[src/rtl/bsg_mesh_xy_router_node.sv]
// 5-port X-then-Y mesh router node: input FIFOs, XY routing, round-robin outputs.
// Optional BSG_MESH_ROUTER_STATS_EN adds per-output transfer counters on pkt_count_o.
module bsg_mesh_xy_router_node #(
  parameter int x_cord_width_p = 4,
  parameter int y_cord_width_p = 4,
  parameter int data_width_p   = 32,
  parameter int fifo_els_p     = 2,
  localparam int pkt_width_lp  =
    data_width_p + y_cord_width_p + x_cord_width_p
) (
  input  logic                         clk_i,
  input  logic                         reset_i,
  input  logic [x_cord_width_p-1:0]    my_x_i,
  input  logic [y_cord_width_p-1:0]    my_y_i,
  input  logic [4:0]                   v_i,
  input  logic [4:0][pkt_width_lp-1:0] data_i,
  output logic [4:0]                   ready_o,
  output logic [4:0]                   v_o,
  output logic [4:0][pkt_width_lp-1:0] data_o,
  input  logic [4:0]                   ready_i
`ifdef BSG_MESH_ROUTER_STATS_EN
  ,
  output logic [4:0][31:0]             pkt_count_o
`endif
);

  localparam int ptr_w_lp = $clog2(fifo_els_p);
  localparam int cnt_w_lp = $clog2(fifo_els_p + 1);

  typedef logic [ptr_w_lp-1:0] ptr_t;
  typedef logic [cnt_w_lp-1:0] cnt_t;

  localparam int P = 0;
  localparam int W = 1;
  localparam int E = 2;
  localparam int N = 3;
  localparam int S = 4;

  logic [pkt_width_lp-1:0] mem_r [5][fifo_els_p];
  ptr_t [4:0] rd_ptr_r;
  ptr_t [4:0] wr_ptr_r;
  cnt_t [4:0] cnt_r;
  logic [4:0] enq;
  logic [4:0] deq;
  logic [4:0] xfer;
  logic [4:0][pkt_width_lp-1:0] head;
  logic [4:0][2:0] dir;
  logic [4:0][4:0] req;
  logic [4:0][2:0] gnt;
  logic [4:0][2:0] last_r;

  function automatic ptr_t nxt(ptr_t x);
    return (x == ptr_t'(fifo_els_p - 1)) ? '0 : x + 1'b1;
  endfunction

  // FIFO status, heads, and XY route of each head
  always_comb begin
    for (int p = 0; p < 5; p++) begin
      ready_o[p] = (cnt_r[p] != cnt_t'(fifo_els_p));
      head[p]    = mem_r[p][rd_ptr_r[p]];
      priority case (1'b1)
        head[p][0 +: x_cord_width_p] < my_x_i: dir[p] = 3'(W);
        head[p][0 +: x_cord_width_p] > my_x_i: dir[p] = 3'(E);
        head[p][x_cord_width_p +: y_cord_width_p] < my_y_i:
          dir[p] = 3'(N);
        head[p][x_cord_width_p +: y_cord_width_p] > my_y_i:
          dir[p] = 3'(S);
        default: dir[p] = 3'(P);
      endcase
    end
  end

  assign enq = v_i & ready_o;
  assign xfer = v_o & ready_i;

  // Request matrix: req[q][p] when input p's head heads to output q
  always_comb begin
    for (int q = 0; q < 5; q++) begin
      for (int p = 0; p < 5; p++) begin
        req[q][p] = (cnt_r[p] != '0) && (dir[p] == 3'(q));
      end
    end
  end

  // Round-robin grant per output, starting after the last winner
  always_comb begin
    logic found;
    logic [3:0] idx;
    for (int q = 0; q < 5; q++) begin
      gnt[q] = '0;
      found  = 1'b0;
      for (int i = 1; i < 6; i++) begin
        idx = {1'b0, last_r[q]} + 4'(i);
        if (idx > 4'd4) idx = idx - 4'd5;
        if (!found && req[q][idx[2:0]]) begin
          gnt[q] = idx[2:0];
          found  = 1'b1;
        end
      end
      v_o[q]    = |req[q];
      data_o[q] = head[gnt[q]];
    end
  end

  // Dequeue the input that won an output that transferred
  always_comb begin
    for (int p = 0; p < 5; p++) begin
      deq[p] = 1'b0;
      for (int q = 0; q < 5; q++) begin
        if (xfer[q] && gnt[q] == 3'(p)) deq[p] = 1'b1;
      end
    end
  end

  // FIFO payload storage
  always_ff @(posedge clk_i) begin
    for (int p = 0; p < 5; p++) begin
      if (enq[p]) mem_r[p][wr_ptr_r[p]] <= data_i[p];
    end
  end

  // FIFO pointers and occupancy
  always_ff @(posedge clk_i or negedge reset_i) begin
    if (!reset_i) begin
      rd_ptr_r <= '0;
      wr_ptr_r <= '0;
      cnt_r    <= '0;
    end else begin
      for (int p = 0; p < 5; p++) begin
        if (enq[p]) wr_ptr_r[p] <= nxt(wr_ptr_r[p]);
        if (deq[p]) rd_ptr_r[p] <= nxt(rd_ptr_r[p]);
        unique case ({enq[p], deq[p]})
          2'b10:   cnt_r[p] <= cnt_r[p] + 1'b1;
          2'b01:   cnt_r[p] <= cnt_r[p] - 1'b1;
          default: cnt_r[p] <= cnt_r[p];
        endcase
      end
    end
  end

  // Round-robin pointers move only on a transfer
  always_ff @(posedge clk_i or negedge reset_i) begin
    if (!reset_i) begin
      last_r <= '0;
    end else begin
      for (int q = 0; q < 5; q++) begin
        if (xfer[q]) last_r[q] <= gnt[q];
      end
    end
  end

`ifdef BSG_MESH_ROUTER_STATS_EN
  // Per-output transfer counters, wrapping at 2^32
  always_ff @(posedge clk_i or negedge reset_i) begin
    if (!reset_i) begin
      pkt_count_o <= '0;
    end else begin
      for (int q = 0; q < 5; q++) begin
        if (xfer[q]) pkt_count_o[q] <= pkt_count_o[q] + 32'd1;
      end
    end
  end
`endif

endmodule

[config.mk]
export PLATFORM = sky130hd
export DESIGN_NAME = bsg_mesh_xy_router_node
export DESIGN_NICKNAME = d
export VERILOG_FILES = /design/src/rtl/bsg_mesh_xy_router_node.sv
export SDC_FILE = /design/constraint.sdc
export NUM_CORES = 1
export LEC_CHECK = 0
export ABC_AREA = 0
export BUFFER_PORTS_ARGS = -buffer_cell sky130_fd_sc_hd__clkbuf_2
export CAP_MARGIN = 15
export CORE_MARGIN = 2
export CORE_UTILIZATION = 35
export DETAILED_ROUTE_END_ITERATION = 6
export GPL_ROUTABILITY_DRIVEN = 0
export HOLD_SLACK_MARGIN = 0.08
export PLACE_DENSITY = 0.52
export SLEW_MARGIN = 25
export SYNTH_ARGS = -nofsm -noshare
export SYNTH_HDL_FRONTEND = slang
export SYNTH_SLANG_ARGS = --single-unit
[constraint.sdc]
create_clock -name clk_i -period 6.8 [get_ports clk_i]
set_input_delay 1.36 -clock clk_i [delete_from_list [all_inputs] [get_ports clk_i]]
set_output_delay 1.36 -clock clk_i [all_outputs]
set_load 0.03 [all_outputs]
# Word level (Yosys, flattened, before mapping)
# Memories as Yosys holds them, arrays and structs flattened.
# Cells that the tools add are included.
[word_totals] register_bits=35 ramBits=400 output_inout_bits=210 wordCells=593 mem_count=1
[mem_list] name="mem_r" depth=5 width=80 read_ports=5 rd_ports_with_merged_regs=0 wr=5 line_no="39" source="logic [pkt_width_lp-1:0] mem_r [5][fifo_els_p];"
[classes] n_addsub=70 order_cmp=90 n_eq_ne=55 muxes=225 bitwise=12 reduce_logical=120
[ops] cell="40-bit two-way mux" count=25
[ops] cell="40-bit binary-select mux with 3-bit select" count=5
[ops] cell="80-bit two-way mux" count=5
[ops] cell="3-bit two-way mux" count=70
[ops] cell="40-bit demux with 1-bit select" count=5
[ops] cell="3-bit by 4-bit < comparator with 1-bit output (second input constant)" count=30
[ops] cell="4-bit by 3-bit > comparator with 1-bit output (second input constant)" count=25
[ops] cell="1-bit two-way mux" count=85
[ops] cell="1-bit binary-select mux with 3-bit select" count=25
[ops] cell="1-bit logical AND" count=75
[ops] cell="3-bit subtractor (second input constant)" count=25
[ops] cell="3-bit by 2-bit == test with 1-bit output (second input constant)" count=20
[ops] cell="3-bit by 2-bit adder with 4-bit output (second input constant)" count=10
[ops] cell="3-bit by 3-bit adder with 4-bit output (second input constant)" count=10
[ops] cell="4-bit > comparator" count=10
[ops] cell="4-bit < comparator" count=10
[ops] cell="3-bit by 1-bit == test with 1-bit output (second input constant)" count=10
[ops] cell="3-bit == test (second input constant)" count=10
[ops] cell="3-bit logical NOT" count=10
[ops] cell="5-bit OR reduction" count=5
[ops] cell="3-bit by 1-bit adder with 4-bit output (second input constant)" count=5
[ops] cell="2-bit >= comparator (second input constant)" count=10
[ops] cell="1-bit logical NOT" count=20
[ops] cell="1-bit inverter with 2-bit output" count=10
[ops] cell="10 further kinds" count=57

# Logic depth before layout (Yosys ltp)
# Gate-level depths: netlist of run 1.
[logic_depth] ltp_word=35 depth_mapped=23 ltp_nobuf=19

# Worst setup path after synthesis of run 1
# Ideal clock, no wire load.
[synth_path] kind="input to output" startpoint="input my_x_i[3]" endpoint="output data_o[125] (netlist bit)" arrival_time_ns=5.323 path_slack_ns=0.117 path_stages=17 cell_sequence="inv_1 ha_1 a21o_1 o311a_1 and3_1 buf_6 a2bb2o_4 or2_1 or3_4 or3_1 mux2_4 buf_6 buf_6 buf_2 a211oi_1 a211oi_1 a21oi_1"
[synth_lines] item="start: declaration" line_no="13" source="input logic [x_cord_width_p-1:0] my_x_i,"
[synth_lines] item="end: declaration" line_no="19" source="output logic [4:0][pkt_width_lp-1:0] data_o,"

==> metrics.txt, run 1 <==
Final nets 3878; total die area 87100 um2; Syn Std Cell Area 29700 um2; FF/Latch Area 12900 um2; Crit-path slowest cell a222oi_1; Cell Area, Placed 35300 um2; distinct cell type count after synthesis 98; PortBufs 429; non-filler cells, final 4747; Mapped Cells 2847; Post-synth EDFFs 400; largest net degree at the start of global routing 51; die width 295 um; vias per cell 5.95; design area 40500 um2; mux cell area share after synthesis 0.175; Cell Chain, Critical Path buf_8 -> clkinvlp_4 -> buf_6 -> ha_4 -> nand4_1 -> buf_4 -> a311oi_2 -> buf_4 -> nand3_4 -> mux2_4 -> or2_2 -> a222oi_1 -> a311oi_4 -> mux2_4 -> buf_12 -> buf_12 -> buf_8 -> mux2i_1 -> nor2_1 -> a21oi_1 -> mux2i_1 -> buf_4 -> buf_6; site row count 106; area of the multi-input gates 17100 um2; fill cell total of the finished layout 7743; Ports 430; yosys warns 0; max-slew violation count 0; ratio of final minimum period to clock period 1.03; CTS buffer count 50; Synth-to-Final Area Change 36.4%; initial antenna violation count 16; GRT Util Overall 0.293; Clock transition at path regs 50 ps; post-route ant nets 0; Post-Syn Nets 3160; Final WS setup -189 ps; Tightest Pin Transition 1100 ps; Starting DRT DRC Count 2801; synthesized area per cell 10.4 um2; WP buf/inv 10; Setup Crit Path Kind in2out; DIE HEIGHT 295 um; # clock sinks 435; Initial Utilization 0.354; cell taking the most area after synthesis edfxtp_1; layout cells sized above 1 0.344; first-pass GRT wire length 186000 um; Fmax 0.143 GHz; final wirelength 136000 um; Max Cap Viol 0; CTS H-tree depth 2; hold_buf cts 0; WL per Instance 28.6 um; Worst path most repeated cell buf_4; unrepaired setup endpoints after global routing true; failing checks DRC, setup timing; number of synthesized register bits 435; worst-skew pair later-pin latency 620 ps; simple-gate area share of the yosys netlist 0.123; Setup-failing EPs final 61; Final Hold Viols 0; post-synthesis xor/xnor area fraction 0.0144; Worst Path Arrival 5630 ps; crit end category output pin; Post-Synth Adder-Cell Area 0.0405; main combinational cell family by area after synthesis multiplexers; CTS tree done; flop-to-flop setup slack 920 ps; post-synthesis async set-or-reset flop share 0.0805; min-delay worst type reg2reg; DRC Markers 1; top post-synthesis cells by count mux2i_1 (485), edfxtp_1 (400), a21oi_1 (219), nand2_1 (213), a211oi_1 (165); DR vias 28200; max_slew headroom 0.246; detailed placer's ending HPWL 97300 um; worst clock skew 30.1 ps; vias in the first global route 27000; critical path's top delay family buffers and inverters; clk buf depth 3; CORE AREA 83800 um2; Root Buffer clkbuf_16; Pre-Repair DR Iteration Count 7; gr ovfl total 0; Worst setup SP type input port; status finished, violations left; Compound-Gate Fraction of Synth Area 0.171; placed cell count 4513; Max Fanout on Critical Path 6; largest cells by area after synthesis edfxtp_1 (40%), mux2i_1 (16%), a211oi_1 (4.2%), ha_1 (3.7%), a21oi_1 (3.7%); CP required 5440 ps; most common cell in the netlist mux2i_1; slowest stage delay, CP 440 ps; Synth Flop Type edfxtp_1; Yosys top cell area share 0.405; Tmin final 6990 ps; sequential cell area fraction in the yosys report 0.434
-- stage by stage --
stage | setup TNS [ps] | setup slack (ps) | util | hold WS (ps)
after floorplan | 0 | 117 | - | 457
after global placement | -16100 | -435 | 0.421 | 478
after detailed placement | -29740 | -460 | 0.422 | 496
after CTS | -215 | -56.2 | 0.462 | 513
after global routing | -19180 | -275 | 0.483 | 548
final | -4620 | -189 | 0.483 | 523
-- layer usage --
metal	part of all wire	routed length, um	global-route usage	vias to the layer above
li1	-	-	-	12300
met1	0.38	51300	0.354	13800
met2	0.46	62100	0.477	1676
met3	0.089	12000	0.0559	375
met4	0.075	10200	0.195	6
met5	0.00029	39	0	-
-- logic make-up after synthesis --
kind of cell             count (synthesis)
flip-flops                             435
AO/OA/AOI/OAI                          747
multiplexers                           511
buffers and inverters                  295
XOR/XNOR                                48
adder cells (fa/ha/maj)                 93
AND/OR/NAND/NOR                        718
-- cells in the final DEF (no fill, tap or decap), drive strengths merged, types with 9 or more instances in the layout --
cell type	instances
buf	486
mux2i	485
clkbuf	420
edfxtp	400
a21oi	219
nand2	213
a211oi	165
nor2	142
nor2b	124
inv	112
ha	88
o21ai	80
o211ai	66
nor3	41
a22oi	38
nand3	38
dfrtp	35
xnor2	34
a21o	26
nand4	22
nand2b	22
mux2	22
clkinv	19
nor4	15
xor2	14
o31ai	14
and3	14
a221o	13
or3	13
and2	12
a31oi	12
nor3b	11
or2	11
o22ai	10
diode	9
a211o	9
-- worst reg2reg max path: stages, from the launching register on --
cell      delay (ps)
dfrtp_4          550
mux2i_4          390
inv_1            160
ha_1             230
a21o_1           180
o311a_1          410
nand3_2          110
a2bb2o_4         230
or2_4            250
buf_6            120
or3_4            370
or3_4            410
mux2_4           280
buf_12           140
buf_6            130
buf_16           170
buf_4            160
or3b_2           440
o21ba_2          210
nand4_1          240
ha_1             320
nor2_1           150
xor2_1           150
-- timing repair --
| action | 4_1_cts | 5_1_grt |
|---|---|---|
| buffers inserted | 55 | 65 |
| setup endpoints to repair | 200 | 200 |
| gates cloned | 10 | 8 |
| pin swaps | 59 | 80 |
| resized for setup | 230 | 362 |
-- final cells by class --
class / count / share of cell area
timing repair buffer: 849 / 0.172
tap: 1134 / 0.0350
inverter: 112 / 0.0106
clock buffer: 60 / 0.0324
multi-input combinational: 2117 / 0.423
sequential: 435 / 0.319
antenna: 9 / 0.000556
clock inverter: 31 / 0.00835
-- flip-flops by register name, summed over array words and instances (netlist names) --
register  flops
mem_r       400
wr_ptr_r      5
last_r       15
rd_ptr_r      5
cnt_r        10
-- final timing paths --
path | startpoint | endpoint | depth (start not counted)
worst max-delay path | my_x_i[3] | data_o[121] | 23
worst min-delay path | cnt_r[7] | cnt_r[7] | 1
worst max register to register | rd_ptr_r[3] | cnt_r[1] | 22
worst min register to register | cnt_r[7] | cnt_r[7] | 1
max in group asynchronous | reset_i | rd_ptr_r[3] | 2
min in group asynchronous | reset_i | last_r[5] | 2
Power of run 1 is left out: the tool's default activity adds up to more than one toggle a clock period on the data nets, which glitch-free logic cannot reach.
==> run 2, diff against run 1 <==
--- a/config.mk
+++ b/config.mk
@@ -13,7 +13,6 @@
 export DETAILED_ROUTE_END_ITERATION = 6
 export GPL_ROUTABILITY_DRIVEN = 0
 export HOLD_SLACK_MARGIN = 0.08
-export PLACE_DENSITY = 0.52
 export SLEW_MARGIN = 25
 export SYNTH_ARGS = -nofsm -noshare
 export SYNTH_HDL_FRONTEND = slang
==> run 2 against run 1 <==
The flow finishes with violations (setup timing). Final cell count grew 0.67%. Worst hold slack worse by 31 ps. Clock skew down 2.7 ps. Setup slack gained 89 ps. Flip-flop and latch count did not move. Via count fell by 2.3%. Critical path type unchanged. Critical endpoint is now data_o[152]. Highest routed layer unchanged.
==> metrics.txt, run 2 (synthesized netlist as in run 1, its figures left out) <==
hold path start cnt_r[7]; Worst Path Arrival 5540 ps (-90 ps); Tmin final 6900 ps (-88.8 ps); failing checks setup timing; unrepaired setup endpoints after global routing true; max-slew violation count 0 (unchanged); detailed placer's ending HPWL 87000 um (-11%); Fmax 0.145 GHz (+1.3%); site row count 106 (unchanged); DIE HEIGHT 295 um (unchanged); Crit-path slowest cell or3_4; final wirelength 124000 um (-8.7%); hold_buf cts 0 (unchanged); Ports 430 (unchanged); Tightest Pin Transition 983 ps (-117 ps); ratio of final minimum period to clock period 1.01 (-0.0131); Pre-Repair DR Iteration Count 6 (-1); Worst Setup SP my_x_i[3]; Final WS setup -100 ps (+88.8 ps); first-pass GRT wire length 171000 um (-8.1%); DR vias 27600 (-2.3%); PortBufs 429 (unchanged); worst clock skew 27.4 ps (-2.68 ps); reg-to-reg endpoint cnt_r[9]; die width 295 um (unchanged); Starting DRT DRC Count 2759 (-1.5%); Final Hold Viols 0 (unchanged); most frequent cells in the layout mux2i_1 (447), buf_4 (420), edfxtp_1 (400); Final nets 3901 (+0.59%); CTS tree done; # clock sinks 435 (unchanged); status finished, violations left; largest net degree at the start of global routing 83 (+63%); CTS buffer count 52 (+4.0%); WL per Instance 25.9 um (-9.4%); CORE AREA 83800 um2 (unchanged); R2R Path Start rd_ptr_r[4]; total die area 87100 um2 (unchanged); worst hold slack 492 ps (-31.2 ps); Cell Area, Placed 35800 um2 (+1.2%); clk buf depth 3 (unchanged); Fin Setup TNS -393 ps (+4230 ps); slowest stage delay, CP 420 ps (-20 ps); Initial Utilization 0.354 (unchanged); Cell Chain, Critical Path clkbuf_2 -> inv_2 -> buf_4 -> ha_4 -> a21o_1 -> o311a_1 -> nand3_2 -> a2bb2o_4 -> or2_4 -> or3_4 -> or3_4 -> mux2_8 -> bufbuf_16 -> nor2b_2 -> a211oi_2 -> a211oi_1 -> a21oi_1 -> buf_4 -> clkbuf_4; initial antenna violation count 21 (+5); crit end category output pin; max_slew headroom 0.345 (+0.0987); Largest register FFs 400 (unchanged); CP required 5440 ps (about the same); Setup-failing EPs final 12 (-80%); CTS H-tree depth 2 (unchanged); vias in the first global route 25600 (-5.1%); Clock transition at path regs 80 ps (+30 ps); design area 40800 um2 (+0.90%); Hold Path Stages 1 (unchanged); Worst setup SP type input port; gr ovfl total 0 (unchanged); min-delay worst type reg2reg; worst-skew pair later-pin latency 620 ps (about the same); DRC Markers 0 (-1); GRT Util Overall 0.267 (-0.0265); Setup Crit Path Kind in2out; commonest non-fill, non-tap cell in the layout mux2i_1; reg2reg path depth 22 (unchanged); Max Cap Viol 0 (unchanged); Synth-to-Final Area Change 37.6%; post-route ant nets 0 (unchanged); Root Buffer clkbuf_16; vias per cell 5.77 (-3.0%); Max Fanout on Critical Path 9 (+3); flop-to-flop setup slack 1160 ps (+240 ps); layout cells sized above 1 0.352 (+0.00818); Worst Hold Path EP cnt_r[7]
run 2: changes by cell type in the layout (fill, tap and decap cells not counted), sizes merged, moves of 2 or more:
| cell | change |
|---|---|
| clkinv | +5 |
| mux2 | +2 |
| bufbuf | -2 |
| clkbuf | -36 |
| diode | +5 |
| inv | -2 |
| buf | +59 |
run 2: worst max-delay path, delay by kind of cell:
family / cells / cell delay [ps]
simple gates: 5 / 1260
buf+inv: 6 / 1050
compound gates: 6 / 1260
mux: 1 / 370
fa+ha+maj: 1 / 220
run 2: how the worst max path moves through the flow:
stage                       end  slack, ps  depth (start not counted)
floorplan           data_o[125]        120                         17
global placement    data_o[151]       -260                         22
detailed placement  data_o[151]       -260                         19
CTS                 data_o[125]        -40                         18
global route        data_o[152]       -190                         20
finish              data_o[152]       -100                         19
run 2: cell type report:
type	instances	area (um2)
Multi-Input combinational cell	2119	17300
Sequential cell	435	12900
Tap cell	1134	1420
Timing Repair Buffer	868	7040
Inverter	112	434
Antenna cell	14	35.0
Clock inverter	35	369
Fill cell	7737	43000
Clock buffer	62	1360
run 2: what timing repair did:
item                                    in CTS  in global routing
cloned                                       8                  7
buffers inserted                            38                 60
endpoints found under the hold margin        0                  0
pin swaps                                   29                 67
gates resized for setup                    162                511
endpoints found under the setup margin     200                191
run 2: metrics by stage:
stage	std cells	util	setup slack, ps
6_report	4779	0.487	-100
5_1_grt	4775	0.487	-187
4_1_cts	4698	0.462	-43.4
3_5_place_dp	4556	0.427	-260
3_3_place_gp	4555	0.426	-264
2_1_floorplan	2847	-	117
run 2: metal layers:
layer | GRT usage | vias to the layer above | routed length [um] | part of all wire
met3 | 0.0525 | 307 | 10800 | 0.087
met5 | 0 | - | 124 | 0.0010
li1 | - | 12400 | - | -
met4 | 0.0999 | 20 | 5290 | 0.043
met1 | 0.360 | 13500 | 51200 | 0.41
met2 | 0.424 | 1389 | 56300 | 0.46
Power of run 2 is left out for the same reason.
